**config.mk**
```make
export PLATFORM = sky130hd
export DESIGN_NAME = mux_rr_arbiter
export DESIGN_NICKNAME = d
export VERILOG_FILES = /design/src/rtl/mux_arb_pkg.sv /design/src/rtl/Mux.sv /design/src/rtl/mux_rr_arbiter.sv
export SDC_FILE = /design/constraint.sdc
export NUM_CORES = 1
export LEC_CHECK = 0
export BUFFER_PORTS_ARGS = -buffer_cell sky130_fd_sc_hd__buf_2
export CORE_ASPECT_RATIO = 1.5
export CORE_MARGIN = 3
export CORE_UTILIZATION = 52
export DETAILED_ROUTE_END_ITERATION = 6
export PLACE_DENSITY = 0.95
export SYNTH_ARGS = -nofsm -noshare
export SYNTH_HDL_FRONTEND = slang
export SYNTH_HIERARCHICAL = 1
export SYNTH_SLANG_ARGS = --single-unit
```
**constraint.sdc**
```tcl
create_clock -name clk -period 9.16 [get_ports clk]
set_input_delay 0.916 -clock clk [delete_from_list [all_inputs] [get_ports clk]]
set_output_delay 0.916 -clock clk [all_outputs]
set_load 0.005 [all_outputs]
```
**src/rtl/mux_arb_pkg.sv**
```systemverilog
// Shared types and the round-robin search used by the muxed arbiter.
// rr_pick handles up to MAX_N requesters; callers zero-extend their valid vector.
package mux_arb_pkg;

   localparam int unsigned MAX_N    = 32;
   localparam int unsigned MAX_IDXW = 5;

   typedef enum logic {
      ARB_IDLE   = 1'b0,
      ARB_LOCKED = 1'b1
   } arb_state_e;

   // First set bit of valid searching from ptr upward, wrapping modulo n (n need not be 2^k).
   function automatic int unsigned rr_pick(input logic [MAX_N-1:0] valid,
                                           input int unsigned      ptr,
                                           input int unsigned      n);
      int unsigned idx;
      int unsigned pick;
      logic        found;
      pick  = 0;
      found = 1'b0;
      for (int unsigned k = 0; k < MAX_N; k++) begin
         idx = ptr + k;
         if (idx >= n) idx = idx - n;
         if (!found && (k < n) && valid[idx[MAX_IDXW-1:0]]) begin
            pick  = idx;
            found = 1'b1;
         end
      end
      return pick;
   endfunction

endpackage

```
**src/rtl/Mux.sv**
```systemverilog
// Plain N-input WIDTH-bit multiplexer selected by index.
module Mux #(
   parameter int WIDTH = 8,
   parameter int N     = 4
) (
   input  logic [WIDTH-1:0]       in_data [N-1:0],
   input  logic [$clog2(N)-1:0]   sel,
   output logic [WIDTH-1:0]       out_data
);

   assign out_data = in_data[sel];

endmodule

```
**src/rtl/mux_rr_arbiter.sv**
```systemverilog
// Round-robin arbiter sharing one Mux between N valid/ready requesters, with burst
// locking and a single registered output stage.
module mux_rr_arbiter
   import mux_arb_pkg::*;
#(
   parameter int  WIDTH = 8,
   parameter int  N     = 4,
   localparam int SELW  = $clog2(N)
) (
   input  logic             clk,
   input  logic             rst_n,
   input  logic [N-1:0]     req_valid,
   input  logic [N-1:0]     req_last,
   input  logic [WIDTH-1:0] req_data [N-1:0],
   output logic [N-1:0]     req_ready,
   output logic             out_valid,
   output logic [WIDTH-1:0] out_data,
   output logic             out_last,
   output logic [SELW-1:0]  out_sel,
   input  logic             out_ready,
   output logic             busy
);

   // Handshake: a beat moves on port i when req_valid[i] && req_ready[i]; the output
   // beat is consumed when out_valid && out_ready. req_ready never depends on req_ready.

   arb_state_e       state_q, state_d;
   logic [SELW-1:0]  lock_idx_q, lock_idx_d;
   logic [SELW-1:0]  ptr_q, ptr_d;
   logic             out_valid_q, out_valid_d;
   logic [WIDTH-1:0] out_data_q, out_data_d;
   logic             out_last_q, out_last_d;
   logic [SELW-1:0]  out_sel_q, out_sel_d;

   logic [MAX_N-1:0] valid_ext;
   logic [SELW-1:0]  pick;
   logic [SELW-1:0]  gidx;
   logic             gvalid;
   logic             adv;
   logic             locked;
   logic             xfer;
   logic [WIDTH-1:0] mux_out;

   Mux #(WIDTH, N) u_mux (
      .in_data  (req_data),
      .sel      (gidx),
      .out_data (mux_out)
   );

   always_comb begin
      valid_ext          = '0;
      valid_ext[N-1:0]   = req_valid;
      pick               = SELW'(rr_pick(valid_ext, 32'(ptr_q), N));
      locked             = (state_q == ARB_LOCKED);
      gidx               = locked ? lock_idx_q : pick;
      gvalid             = locked ? req_valid[gidx] : |req_valid;
      adv                = !out_valid_q || out_ready;
      req_ready          = '0;
      // Gated by rst_n so nothing appears ready while the block is held in reset.
      if (rst_n && gvalid && adv) req_ready[gidx] = 1'b1;
      xfer               = |req_ready;
   end

   always_comb begin
      state_d     = state_q;
      lock_idx_d  = lock_idx_q;
      ptr_d       = ptr_q;
      out_valid_d = out_valid_q;
      out_data_d  = out_data_q;
      out_last_d  = out_last_q;
      out_sel_d   = out_sel_q;
      if (xfer) begin
         out_valid_d = 1'b1;
         out_data_d  = mux_out;
         out_last_d  = req_last[gidx];
         out_sel_d   = gidx;
         if (req_last[gidx]) begin
            state_d = ARB_IDLE;
            ptr_d   = (gidx == SELW'(N-1)) ? '0 : gidx + SELW'(1);
         end else begin
            state_d    = ARB_LOCKED;
            lock_idx_d = gidx;
         end
      end else if (out_ready) begin
         out_valid_d = 1'b0;
      end
   end

   always_ff @(posedge clk or negedge rst_n) begin
      if (!rst_n) begin
         state_q     <= ARB_IDLE;
         lock_idx_q  <= '0;
         ptr_q       <= '0;
         out_valid_q <= 1'b0;
         out_data_q  <= '0;
         out_last_q  <= 1'b0;
         out_sel_q   <= '0;
      end else begin
         state_q     <= state_d;
         lock_idx_q  <= lock_idx_d;
         ptr_q       <= ptr_d;
         out_valid_q <= out_valid_d;
         out_data_q  <= out_data_d;
         out_last_q  <= out_last_d;
         out_sel_q   <= out_sel_d;
      end
   end

   assign out_valid = out_valid_q;
   assign out_data  = out_data_q;
   assign out_last  = out_last_q;
   assign out_sel   = out_sel_q;
   assign busy      = (state_q == ARB_LOCKED);

endmodule

```
### Word-level counts from Yosys, hierarchy flattened

Index checks and enable logic that the tools add are counted.

* bits of input ports: 43
* bits in registers: 17

* add/subtract/negate cells: 8
* eq/ne operators: 1
* bitwise gates (word level): 1
* multiplexer cells: 34
* reduce and logical (&&, ||, !) cells: 16
* $lt $le $gt $ge: 10

Operators by type and width (count)
* < comparator 5 x 6 -> 1 bit (second input constant): 4
* binary-select mux 1 bit (select 5 bit): 4
* 2-to-1 mux 5 bit: 4
* binary-select mux 8 bit (select 2 bit): 1
* 2-to-1 mux 1 bit: 14
* 2-to-1 mux 2 bit: 6
* subtractor 3 x 3 -> 4 bit (second input constant): 3
* >= comparator 3 bit (second input constant): 3
* 2-to-1 mux 8 bit: 1
* OR reduction 4 bit: 2
* adder 2 x 2 -> 3 bit (second input constant): 2
* logical AND 1 bit: 6
* binary-select mux 1 bit (select 2 bit): 2
* zero test 1 bit: 4
* 2-to-1 mux 4 bit: 1
* AND reduction 2 bit: 2
* subtractor 2 x 3 -> 4 bit (second input constant): 1
* adder 2 x 1 -> 3 bit (second input constant): 1
* >= comparator 2 x 3 -> 1 bit (second input constant): 1
* < comparator 2 x 3 -> 1 bit (second input constant): 1
* adder 2 x 1 -> 2 bit (second input constant): 1
* demux 1 bit (select 2 bit): 1
* == test 2 bit (second input constant): 1
* >= comparator 2 x 1 -> 1 bit (second input constant): 1
* 3 further kinds: 3

### Longest topological paths before layout

* word-level depth: 23
* depth in mapped cells: 14

### Cells and area by module

Netlist, hierarchy kept.

Modules (own cells, without submodules)
* mux_rr_arbiter: seq. area each 425.4 um2, times used 1, cells each 130, area an instance 1238.7 um2
* Mux: seq. area each 0.0 um2, times used 1, cells each 10, area an instance 196.4 um2

### Worst setup path before layout

OpenSTA, ideal clock, no wires.

* path kind: in2reg
* from: input port req_valid[1]
* to: register ptr_q[1]
* cell stages on the path: 11
* setup slack: 4.950 ns
* arrival: 4.072 ns
* data required time: 9.022 ns
* path through: mux2_4 > a311o_1 > or3_1 > a311o_1 > nand2_1 > inv_1 > ha_1 > o41ai_1 > a21oi_1 > a221oi_1 > a31oi_1

* cells in the longest elaborated chain, start to end: 21
* elaborated cells between the ends (all ways): 41
* those cells by class: add/sub: 1; order compare: 2; eq/ne: 1; mux: 25; reduce/logical: 12

RTL lines
* start, declared: RTL line mux_rr_arbiter.sv:12 `input logic [N-1:0] req_valid,`
* binary-select mux 1 bit (select 5 bit): RTL line mux_arb_pkg.sv:25 `if (!found && (k < n) && valid[idx[MAX_IDXW-1:0]]) begin`
* 2-to-1 mux 1 bit (not written as such): RTL line mux_arb_pkg.sv:25
* 2-to-1 mux 1 bit: RTL line mux_arb_pkg.sv:25
* zero test 1 bit: RTL line mux_arb_pkg.sv:25
* logical AND 1 bit: RTL line mux_arb_pkg.sv:25
* 2-to-1 mux 1 bit: RTL line mux_arb_pkg.sv:25
* zero test 1 bit: RTL line mux_arb_pkg.sv:25
* logical AND 1 bit: RTL line mux_arb_pkg.sv:25
* 2-to-1 mux 1 bit: RTL line mux_arb_pkg.sv:25
* zero test 1 bit: RTL line mux_arb_pkg.sv:25
* logical AND 1 bit: RTL line mux_arb_pkg.sv:25
* 2-to-1 mux 2 bit (*): RTL line mux_arb_pkg.sv:25
* 2-to-1 mux 2 bit (*): RTL line mux_rr_arbiter.sv:55 `gidx = locked ? lock_idx_q : pick;`
* net gidx[0]: RTL line mux_rr_arbiter.sv:37 `logic [SELW-1:0] gidx;`
* branches (longest 8 deep; another with < comparator 2 x 3 -> 1 bit)
* end signal, assigned: RTL line mux_rr_arbiter.sv:101 `ptr_q <= ptr_d;`
* end, declared: RTL line mux_rr_arbiter.sv:29 `logic [SELW-1:0] ptr_q, ptr_d;`

Mark *: on every way through the listed nets, which the timed path passes. The select of a mux whose other input is x is not followed.
A chain may end at the register's enable or synchronous reset.

### Worst setup path in the final report

* from: register ptr_q[0]
* to: output port req_ready[2]

* cells in the longest elaborated chain, start to end: 21
* elaborated cells between the ends (all ways): 48
* those cells by class: add/sub: 7; order compare: 6; mux: 26; reduce/logical: 9

RTL lines
* branches (longest 13 deep; another with subtractor 3 x 3 -> 4 bit)
* 2-to-1 mux 2 bit (*): RTL line mux_arb_pkg.sv:25
* 2-to-1 mux 2 bit (*): RTL line mux_rr_arbiter.sv:55
* net gidx[0]: RTL line mux_rr_arbiter.sv:37
* branches (longest 5 deep; another with < comparator 2 x 3 -> 1 bit)
* 2-to-1 mux 4 bit (*): RTL line mux_rr_arbiter.sv:60 `if (rst_n && gvalid && adv) req_ready[gidx] = 1'b1;`
* end, declared: RTL line mux_rr_arbiter.sv:15 `output logic [N-1:0] req_ready,`

Marked as above.

==> summary.md <==
| Metric | Value |
|---|---|
| Port Buffer Count | 59 |
| CTS hold repair buffers | 0 |
| Total track usage | 21.9% |
| Peak supply drop | 0.000212 V |
| Largest family of logic cells by synthesized area | multiplexers |
| Yosys cell types | 41 |
| Async SR Flop Fraction | 100% |
| Commonest non-fill, non-tap cells in the layout | buf_2 (59), nand2_1 (32), dfrtp_1 (17) |
| Synth Cell Area | 1440 um2 |
| Largest net degree at the start of global routing | 19 |
| Core area | 2530 um2 |
| Placement Rows | 22 |
| Root buf cell | clkbuf_4 |
| RD Place Congestion | 0.843 |
| Final WS setup | 4.10 ns |
| DRT Pass-1 Iters | 4 |
| Cell mode on critical path | inv_1 |
| Setup_tns | 0 ns |
| #FFs+latches synth | 17 |
| Post-synthesis cell count | 140 |
| Mux share of post-synthesis cell area | 27.1% |
| First-pass GRT wire length | 5980 um |
| TritonCTS Buffers | 3 |
| Crit-path max cell delay | 0.67 ns |
| Clk sinks | 17 |
| Final ANT Viol Nets | 0 |
| Top Family by Delay on Critical Path | simple AND/OR/NAND/NOR gates |
| Ys flop type | dfrtp_1 |
| Sequential fraction of the synthesis area | 29.6% |
| Final Net Count | 251 |
| Routed via count | 1,375 |
| Post-Syn Nets | 191 |
| Initial DRC Count | 51 |
| Hpwl dp | 3010 um |
| Max-cap viol count | 0 |
| Post-DR vias/cell | 5.85 |
| H-tree depth | 1 |
| Crit path time final | 5.06 ns |
| Utilization after layout | 70.4% |
| Design Power | 0.661 mW |
| Commonest non-fill, non-tap cell in the layout | buf_2 |
| Clock transition at path regs | 0.10 ns |
| Startpoint Class | register |
| CP endpoint kind | primary output |
| Remaining Overflow, GRT | 0 |
| WHS | 0.482 ns |
| Share of cells above drive strength 1 | 41.7% |
| Clk buf depth | 2 |
| Post-Synth XOR/XNOR Area | 0% |
| Remaining DRCs | 0 |
| Worst slew pin tran | 0.775 ns |
| I/O pin count | 60 |
| Total setup buffers inserted after CTS | 0 |
| Slew headroom | 48.2% |
| Skew-Pair Late Insertion Delay | 0.29 ns |
| Post-CTS Resized | 0 |
| Routed wire length | 3600 um |
| Antenna Cells | 0 |
| Crit Path Class | reg2out |
| WL per Instance | 15.3 um |
| Outcome | completed |
| CTS tree | yes |
| RSZ-0062 raised after global routing | false |
| R2r setup slk | 4.30 ns |
| Clock skew | 0.00457 ns |
| Adder-Cell Fraction of Synth Area | 6.97% |
| Critical path data required time | 8.24 ns |
| Number of synthesized flops with an enable pin | 0 |
| Fin. max-slew vios | 0 |
| # setup viols final | 0 |
| Ys Warns | 6 |
| Die X | 48.9 um |
| Number of global-route vias before repair | 1,430 |
| Compound-gate portion of the synthesized area | 15.3% |
| Hold Vio Cnt, Final | 0 |
| Min-delay worst type | reg2reg |
| Initial Utilization | 56.7% |
| Syn Area/Cell | 10.3 um2 |
| Slowest stage cell on the critical path | dfrtp_1 |
| Sequence of cells on the critical path | inv_1, ha_1, inv_1, a311o_1, or3_1, a311o_1, nand2_1, inv_1, ha_1, and2_1, buf_2 |
| Post-synthesis simple-gate area fraction | 17.0% |
| Total Die Area | 3440 um2 |
| Fmax | 198 MHz |
| Layout area overhead | 24.2% |
| CP arrival | 4.14 ns |
| Initial antenna violation count | 0 |
| P per Cell Area | 371 nW/um2 |
| Final worst-path cycle share | 55.2% |
| Worst-path maximum fanout | 14 |
| Pre-CTS WS | 4.35 ns |
| Buf/Inv on CP | 4 |
| Pleak | 0.914 nW |
| Die H | 70.3 um |
-- flip-flops by register name, summed over array words and instances (netlist names) --
| signal | cells |
|---|---|
| out_data | 8 |
| lock_idx_q | 2 |
| out_sel | 2 |
| ptr_q | 2 |
| busy | 1 |
| out_last | 1 |
| out_valid | 1 |
-- metrics by stage --
stage / std cells / cell area (um2)
after floorplan: 140 / 1440
after global placement: 231 / 1760
after detailed placement: 231 / 1760
after CTS: 235 / 1780
after global routing: 235 / 1780
final: 235 / 1780
-- path summary, 6_finish.rpt --
path / endpoint / cells after the start / from
max reg2reg: ptr_q[1] / 14 / ptr_q[0]
min reg2reg: out_sel[0] / 2 / out_sel[0]
min: out_sel[0] / 2 / out_sel[0]
min in group asynchronous: out_data[0] / 1 / rst_n
max: req_ready[2] / 11 / ptr_q[0]
max in group asynchronous: busy / 1 / rst_n
-- kinds of logic (layout without fill, tap and decap cells) --
logic type                 count (synthesis)  after routing
AOI/OAI and AO/OA                         26             26
DFF                                       17             17
and+or+nand+nor                           53             53
adders and majority gates                  8              8
muxes                                     25             25
buffers and inverters                     11             70
-- Yosys cell counts (all sizes together) (2+ instances only) --
cell type | instances | area [um2]
and2 | 6 | 37.5
o221ai | 2 | 35.0
mux2i | 7 | 70.1
inv | 6 | 22.5
dfrtp | 17 | 425
o21ai | 5 | 25.0
nor3 | 2 | 10.0
o31ai | 2 | 28.8
nand2b | 3 | 18.8
a311o | 2 | 20.0
nor2 | 3 | 11.3
buf | 2 | 22.5
nand2 | 32 | 120
mux2 | 9 | 116
mux4 | 9 | 203
clkbuf | 3 | 12.5
a21oi | 5 | 25.0
ha | 8 | 100
-- tightest hold or removal path, stage by stage (launching register included) --
cell     delay, ns
dfrtp_1       0.35
nand2_1       0.05
nand2_1       0.05
-- routing by layer --
layer | global-route usage, % | up-vias | wire (um)
met3 | 4.05 | 13 | 228
met2 | 44.2 | 69 | 2060
met5 | 0 | - | 0
met4 | 8.54 | 0 | 93
met1 | 20.7 | 654 | 1210
li1 | - | 639 | -
-- final cells by class --
cell class	count	area, um2
inverters	6	22.5
fillers	206	751
flip-flops and latches	17	425
repair buffers	60	303
clock buffers	4	26.3
well taps	36	45.0
multi-input cells	112	960
-- power breakdown --
part / leakage [nW] / total, mW / internal [mW] / switching [mW]
logic: 0.696 / 0.470 / 0.218 / 0.252
clock network: 0.0150 / 0.0404 / 0.0169 / 0.0235
registers: 0.204 / 0.151 / 0.113 / 0.0381
Note: power is estimated with default switching activity, not from simulation.
